==> config.mk <==
export PLATFORM = sky130hd
export DESIGN_NAME = dsi_depacketizer
export DESIGN_NICKNAME = d
export VERILOG_FILES = /design/src/rtl/dsi_depacketizer.sv
export SDC_FILE = /design/constraint.sdc
export NUM_CORES = 1
export LEC_CHECK = 0
export CORE_ASPECT_RATIO = 0.8
export CORE_MARGIN = 4
export CORE_UTILIZATION = 37
export CTS_CLUSTER_SIZE = 14
export DETAILED_ROUTE_END_ITERATION = 16
export SLEW_MARGIN = 20
export SYNTH_ARGS = -nofsm -noshare
export SYNTH_HDL_FRONTEND = slang
export SYNTH_SLANG_ARGS = --single-unit
==> constraint.sdc <==
create_clock -name dsi_clk -period 2.31 [get_ports dsi_clk]
set_input_delay 0.462 -clock dsi_clk [delete_from_list [all_inputs] [get_ports dsi_clk]]
set_output_delay 0.462 -clock dsi_clk [all_outputs]
set_load 0.01 [all_outputs]
==> src/rtl/dsi_depacketizer.sv <==
// DSI receive depacketizer: parses short/long packets from a byte stream, streams payload, flags errors.
// Optional payload CRC-16 checking is enabled by defining DSI_RX_CRC_CHECK_EN.
module dsi_depacketizer #(
   parameter int MAX_WC = 48
) (
   input  logic        dsi_clk,
   input  logic        dsi_rst_n,
   input  logic [7:0]  rx_byte,
   input  logic        rx_valid,
   output logic [7:0]  pkt_di,
   output logic [15:0] pkt_wc,
   output logic [7:0]  pkt_ecc,
   output logic [15:0] pkt_crc,
   output logic        pkt_long,
   output logic        pkt_done,
   output logic [7:0]  pld_data,
   output logic        pld_valid,
   output logic        frame_err,
   output logic        crc_err
);

   typedef enum logic [3:0] {
      ST_IDLE, ST_SYNC, ST_DI, ST_WC0, ST_WC1, ST_ECC,
      ST_PLD, ST_CRC0, ST_CRC1, ST_TFF, ST_TEND
   } state_t;

   localparam logic [15:0] MAX_WC_C = MAX_WC[15:0];

   state_t      state_r;
   state_t      state_nxt_s;
   logic        long_r;
   logic [7:0]  di_sh_r;
   logic [15:0] wc_sh_r;
   logic [7:0]  ecc_sh_r;
   logic [15:0] crc_sh_r;
   logic [15:0] cnt_r;
   logic        done_s;
   logic        ferr_s;
   logic        pld_v_s;
   logic        wc_big_s;
   logic [7:0]  start_code_s;

   assign wc_big_s     = ({rx_byte, wc_sh_r[7:0]} > MAX_WC_C);
   assign start_code_s = long_r ? 8'h81 : 8'h01;

   // FSM state register
   always_ff @(posedge dsi_clk or negedge dsi_rst_n) begin
      if (!dsi_rst_n) begin
         state_r <= ST_IDLE;
      end else begin
         state_r <= state_nxt_s;
      end
   end

   // FSM next-state logic; every transition needs an accepted byte
   always_comb begin
      state_nxt_s = state_r;
      if (rx_valid) begin
         case (state_r)
            ST_IDLE: begin
               if ((rx_byte == 8'h01) || (rx_byte == 8'h81)) state_nxt_s = ST_SYNC;
               else                                          state_nxt_s = ST_IDLE;
            end
            ST_SYNC: begin
               if (rx_byte == 8'hFF) state_nxt_s = ST_DI;
               else                  state_nxt_s = ST_IDLE;
            end
            ST_DI:  state_nxt_s = ST_WC0;
            ST_WC0: state_nxt_s = ST_WC1;
            ST_WC1: begin
               if (long_r && wc_big_s) state_nxt_s = ST_IDLE;
               else                    state_nxt_s = ST_ECC;
            end
            ST_ECC: begin
               if (!long_r)                   state_nxt_s = ST_TFF;
               else if (wc_sh_r == 16'h0000)  state_nxt_s = ST_CRC0;
               else                           state_nxt_s = ST_PLD;
            end
            ST_PLD: begin
               if (cnt_r == 16'h0001) state_nxt_s = ST_CRC0;
               else                   state_nxt_s = ST_PLD;
            end
            ST_CRC0: state_nxt_s = ST_CRC1;
            ST_CRC1: state_nxt_s = ST_TFF;
            ST_TFF: begin
               if (rx_byte == 8'hFF) state_nxt_s = ST_TEND;
               else                  state_nxt_s = ST_IDLE;
            end
            ST_TEND: state_nxt_s = ST_IDLE;
            default: state_nxt_s = ST_IDLE;
         endcase
      end else begin
         state_nxt_s = state_r;
      end
   end

   // FSM output decode feeding the registered output stage
   always_comb begin
      done_s  = 1'b0;
      ferr_s  = 1'b0;
      pld_v_s = 1'b0;
      if (rx_valid) begin
         case (state_r)
            ST_SYNC: ferr_s  = (rx_byte != 8'hFF);
            ST_WC1:  ferr_s  = long_r && wc_big_s;
            ST_PLD:  pld_v_s = 1'b1;
            ST_TFF:  ferr_s  = (rx_byte != 8'hFF);
            ST_TEND: begin
               done_s = (rx_byte == start_code_s);
               ferr_s = (rx_byte != start_code_s);
            end
            default: begin
               done_s  = 1'b0;
               ferr_s  = 1'b0;
               pld_v_s = 1'b0;
            end
         endcase
      end else begin
         done_s  = 1'b0;
         ferr_s  = 1'b0;
         pld_v_s = 1'b0;
      end
   end

   // Header shadow registers and payload byte counter
   always_ff @(posedge dsi_clk or negedge dsi_rst_n) begin
      if (!dsi_rst_n) begin
         long_r   <= 1'b0;
         di_sh_r  <= 8'h00;
         wc_sh_r  <= 16'h0000;
         ecc_sh_r <= 8'h00;
         crc_sh_r <= 16'h0000;
         cnt_r    <= 16'h0000;
      end else if (rx_valid) begin
         case (state_r)
            ST_IDLE: begin
               if ((rx_byte == 8'h01) || (rx_byte == 8'h81)) begin
                  long_r   <= (rx_byte == 8'h81);
                  crc_sh_r <= 16'h0000;
               end
            end
            ST_DI:   di_sh_r        <= rx_byte;
            ST_WC0:  wc_sh_r[7:0]   <= rx_byte;
            ST_WC1:  wc_sh_r[15:8]  <= rx_byte;
            ST_ECC: begin
               ecc_sh_r <= rx_byte;
               cnt_r    <= wc_sh_r;
            end
            ST_PLD:  cnt_r          <= cnt_r - 16'h0001;
            ST_CRC0: crc_sh_r[7:0]  <= rx_byte;
            ST_CRC1: crc_sh_r[15:8] <= rx_byte;
            default: cnt_r          <= cnt_r;
         endcase
      end
   end

   // Registered outputs; pkt_* only change on a cleanly framed packet
   always_ff @(posedge dsi_clk or negedge dsi_rst_n) begin
      if (!dsi_rst_n) begin
         pkt_di    <= 8'h00;
         pkt_wc    <= 16'h0000;
         pkt_ecc   <= 8'h00;
         pkt_crc   <= 16'h0000;
         pkt_long  <= 1'b0;
         pkt_done  <= 1'b0;
         pld_data  <= 8'h00;
         pld_valid <= 1'b0;
         frame_err <= 1'b0;
      end else begin
         pkt_done  <= done_s;
         frame_err <= ferr_s;
         pld_valid <= pld_v_s;
         if (pld_v_s) pld_data <= rx_byte;
         if (done_s) begin
            pkt_di   <= di_sh_r;
            pkt_wc   <= wc_sh_r;
            pkt_ecc  <= ecc_sh_r;
            pkt_crc  <= crc_sh_r;
            pkt_long <= long_r;
         end
      end
   end

`ifdef DSI_RX_CRC_CHECK_EN
   logic [15:0] crc_acc_r;

   function automatic logic [15:0] crc16_byte(input logic [15:0] crc, input logic [7:0] data);
      logic [15:0] c;
      c = crc ^ {8'h00, data};
      for (int i = 0; i < 8; i++) begin
         if (c[0]) c = (c >> 1) ^ 16'h8408;
         else      c = c >> 1;
      end
      return c;
   endfunction

   // Payload CRC accumulator, re-seeded while the ECC byte goes by
   always_ff @(posedge dsi_clk or negedge dsi_rst_n) begin
      if (!dsi_rst_n) begin
         crc_acc_r <= 16'hFFFF;
      end else if (rx_valid && (state_r == ST_ECC)) begin
         crc_acc_r <= 16'hFFFF;
      end else if (rx_valid && (state_r == ST_PLD)) begin
         crc_acc_r <= crc16_byte(crc_acc_r, rx_byte);
      end
   end

   // CRC verdict is latched together with pkt_done
   always_ff @(posedge dsi_clk or negedge dsi_rst_n) begin
      if (!dsi_rst_n) begin
         crc_err <= 1'b0;
      end else if (done_s) begin
         crc_err <= long_r && (crc_acc_r != crc_sh_r);
      end
   end
`else
   assign crc_err = 1'b0;
`endif

endmodule

==> key figures <==
Drt
  – Initial DRC Count: 221
  – DRC: 0
  – Post-route ant nets: 0
  – TritonRoute pass-1 iters: 5
  – Final Routed Wirelength: 14,100 um
  – Vias: 3,994
  – Vias per cell: 5.25
  – Wire per inst: 18.5 um

Clock network
  – Max clock buf depth: 2
  – Clock-pin transition on the worst setup and hold timing paths: 60 ps
  – H-tree depth: 4
  – CTS tree: done
  – Sink Count: 129
  – Hold-fix buffers, CTS: 0
  – CTS buffer count: 17
  – Root Buffer: clkbuf_16
  – Clk_lat worst skew: 410 ps
  – Post-CTS setup repair buffer count: 0

Floorplanning
  – Io pins: 72
  – Die Y: 118 um
  – Full die area: 0.0171 mm^2
  – Row cnt: 39
  – Die W: 145 um
  – Initial Util: 0.383
  – Core box area: 0.0145 mm^2

Power
  – Maximum VDD drop: 0.588 mV
  – Combinational share of power: 0.166
  – Switch share: 0.287
  – Pint: 0.00476 W
  – NetSw: 0.00191 W
  – Leak Pwr: 3.39 nW
  – Sequential power share: 0.451
  – Clock share of power: 0.383
  – Pwr Density: 908 mW/mm^2

Global routing
  – Initial antenna violation count: 0
  – Largest net degree at the start of global routing: 40
  – Vias in the first global route: 4,192
  – Total gr overflow: 0
  – Overall Global Routing Usage: 0.170
  – First-pass GRT wire length: 23,200 um

Cells and area
  – Core Util, Final: 0.505
  – Net count, final: 577
  – Area delta synth->final: 31.7%
  – Commonest cells after routing, fill and taps aside: dfrtp_1, mux2_2, clkdlybuf4s50_1
  – Diodes inserted: 0
  – Layout cell share with drive strength beyond 1: 0.315
  – Most common cell after layout, fill and taps aside: dfrtp_1

Worst setup path
  – CP Capture Type: register
  – Worst path bufs/invs: 0
  – Max stage delay on crit path: 560 ps
  – Worst path required time: 2600 ps
  – Cell breakdown of the critical path: or4_1 > or3_4 > or4_4 > o22ai_1 > a2bb2oi_2
  – Setup Crit Path Kind: register to register
  – Largest fanout on the critical path: 5
  – Slowest CP cell: or4_1
  – Family with the most delay on the worst path: simple AND/OR/NAND/NOR gates
  – Crit start category: register
  – WP data arrival: 2470 ps

Timing
  – RSZ-0062 raised after global routing: no
  – Hold Vio Cnt, Final: 0
  – Least-Margin Pin Slew: 578 ps
  – Slew Viols, Final: 0
  – Max Freq: 0.459 GHz
  – Skew final: 7.32 ps
  – Min Hold Slack: 34.4 ps
  – Rel. slew slack: 0.613
  – Post-layout min period: 2180 ps
  – Tcrit/Tclk final: 0.943
  – Setup violations, final: 0

Logic synthesis
  – Cell variety after synth: 47
  – #FFs+latches synth: 129
  – Register area share after synthesis: 0.579
  – Main synth FF type: dfrtp_1
  – Syn nets: 474
  – Cell taking the most area after synthesis: dfrtp_1
  – Syn_area_per_cell: 12.1 um^2
  – Synth Cell Area: 0.00558 mm^2
  – Async set-or-reset flop fraction in the synthesized netlist: 1.00
  – Largest cells by area after synthesis: dfrtp_1, mux2_2, nand2_1
  – Yosys top cell area share: 0.579
  – YS warnings: 0
  – Synth Instances: 461
  – Post-synth EDFFs: 0

Run status
  – Status: finished clean

Placement
  – Port bufs: 70
  – Post-DP HPWL: 9590 um
  – Routability cong.: 0.884

Run
  – Number of max-cap violations: 0

Min path
  – Hold Path Class: primary input to async pin
what timing repair did:
item / in CTS / in global routing
resized for setup: 1 / 6
setup endpoints to repair: 1 / 25
pin swaps: 0 / 0
layout make-up:
class,count,area (um^2)
Multi-Input combinational cell,295,2200
Clock buffer,19,443
Sequential cell,129,3230
Inverter,9,33.8
Fill cell,1254,7190
Clock inverter,13,129
Tap cell,184,230
Timing Repair Buffer,112,1080
state kept, by name, indices dropped and copies added, names as in the netlist, 16 cells and up:
register,count
pkt_crc,16
wc_sh_r,16
cnt_r,16
crc_sh_r,16
pkt_wc,16
path summary, 6_finish.rpt:
| path | from | to | slack, ps | cells past startpoint |
|---|---|---|---|---|
| max in group asynchronous | dsi_rst_n | pld_data[4] | 1620 | 2 |
| worst min-delay path | dsi_rst_n | cnt_r[4] | 30 | 1 |
| worst min register to register | pld_data[0] | pld_data[0] | 490 | 2 |
| worst max register to register | cnt_r[5] | cnt_r[11] | 130 | 5 |
| min in group dsi_clk | pld_data[0] | pld_data[0] | 490 | 2 |
| worst max-delay path | cnt_r[5] | cnt_r[11] | 130 | 5 |
power by group through the flow:
| stage | logic (W) | registers, W | clock network (W) |
|---|---|---|---|
| 2_1_floorplan | 0.000748 | 0.00291 | 0 |
| 3_3_place_gp | 0.00106 | 0.00301 | 0 |
| 3_5_place_dp | 0.00110 | 0.00303 | 0 |
| 4_1_cts | 0.00111 | 0.00300 | 0.00260 |
| 5_1_grt | 0.00124 | 0.00306 | 0.00271 |
| 6_report | 0.00111 | 0.00301 | 0.00255 |
synth_stat cells (all sizes together), types with 8 or more instances:
library cell,number
a21oi,23
a22o,8
a31o,8
buf,16
clkbuf,12
dfrtp,129
inv,8
mux2,82
nand2,40
nand3,12
nor2,26
nor2b,11
nor4,11
o22ai,10
kinds of logic (layout without fill, tap and decap cells):
logic type,Yosys count,in the layout,share of synthesized area
other,1,1,0.000672
multiplexers,82,82,0.166
AND/OR/NAND/NOR,128,128,0.118
AO/OA/AOI/OAI,81,81,0.101
flip-flops,129,129,0.579
adder cells (fa/ha/maj),2,2,0.00449
buffers and inverters,37,153,0.0292
XOR/XNOR,1,1,0.00157
layer usage:
layer  part of all wire  routed length, um  track usage  vias to the layer above
li1                   -                  -            -                     1874
met1               0.49               6960        0.251                     1982
met2               0.44               6140        0.246                      121
met3              0.058                823       0.0466                       17
met4              0.013                177       0.0480                        0
met5                  0                  0            0                        -
metrics by stage:
| step | total power [W] | worst slack, ps | setup TNS (ps) | instances | cell area, um^2 |
|---|---|---|---|---|---|
| 6_report | 0.00667 | 131 | 0 | 761 | 7350 |
| 5_1_grt | 0.00700 | 15.3 | 0 | 761 | 7350 |
| 4_1_cts | 0.00671 | 13.6 | 0 | 761 | 7330 |
| 3_5_place_dp | 0.00413 | -285 | -12310 | 729 | 6760 |
| 3_3_place_gp | 0.00407 | -164 | -6530 | 729 | 6760 |
| 2_1_floorplan | 0.00365 | 63.3 | 0 | 461 | 5580 |
No activity file was read; power rests on OpenSTA's default activity.
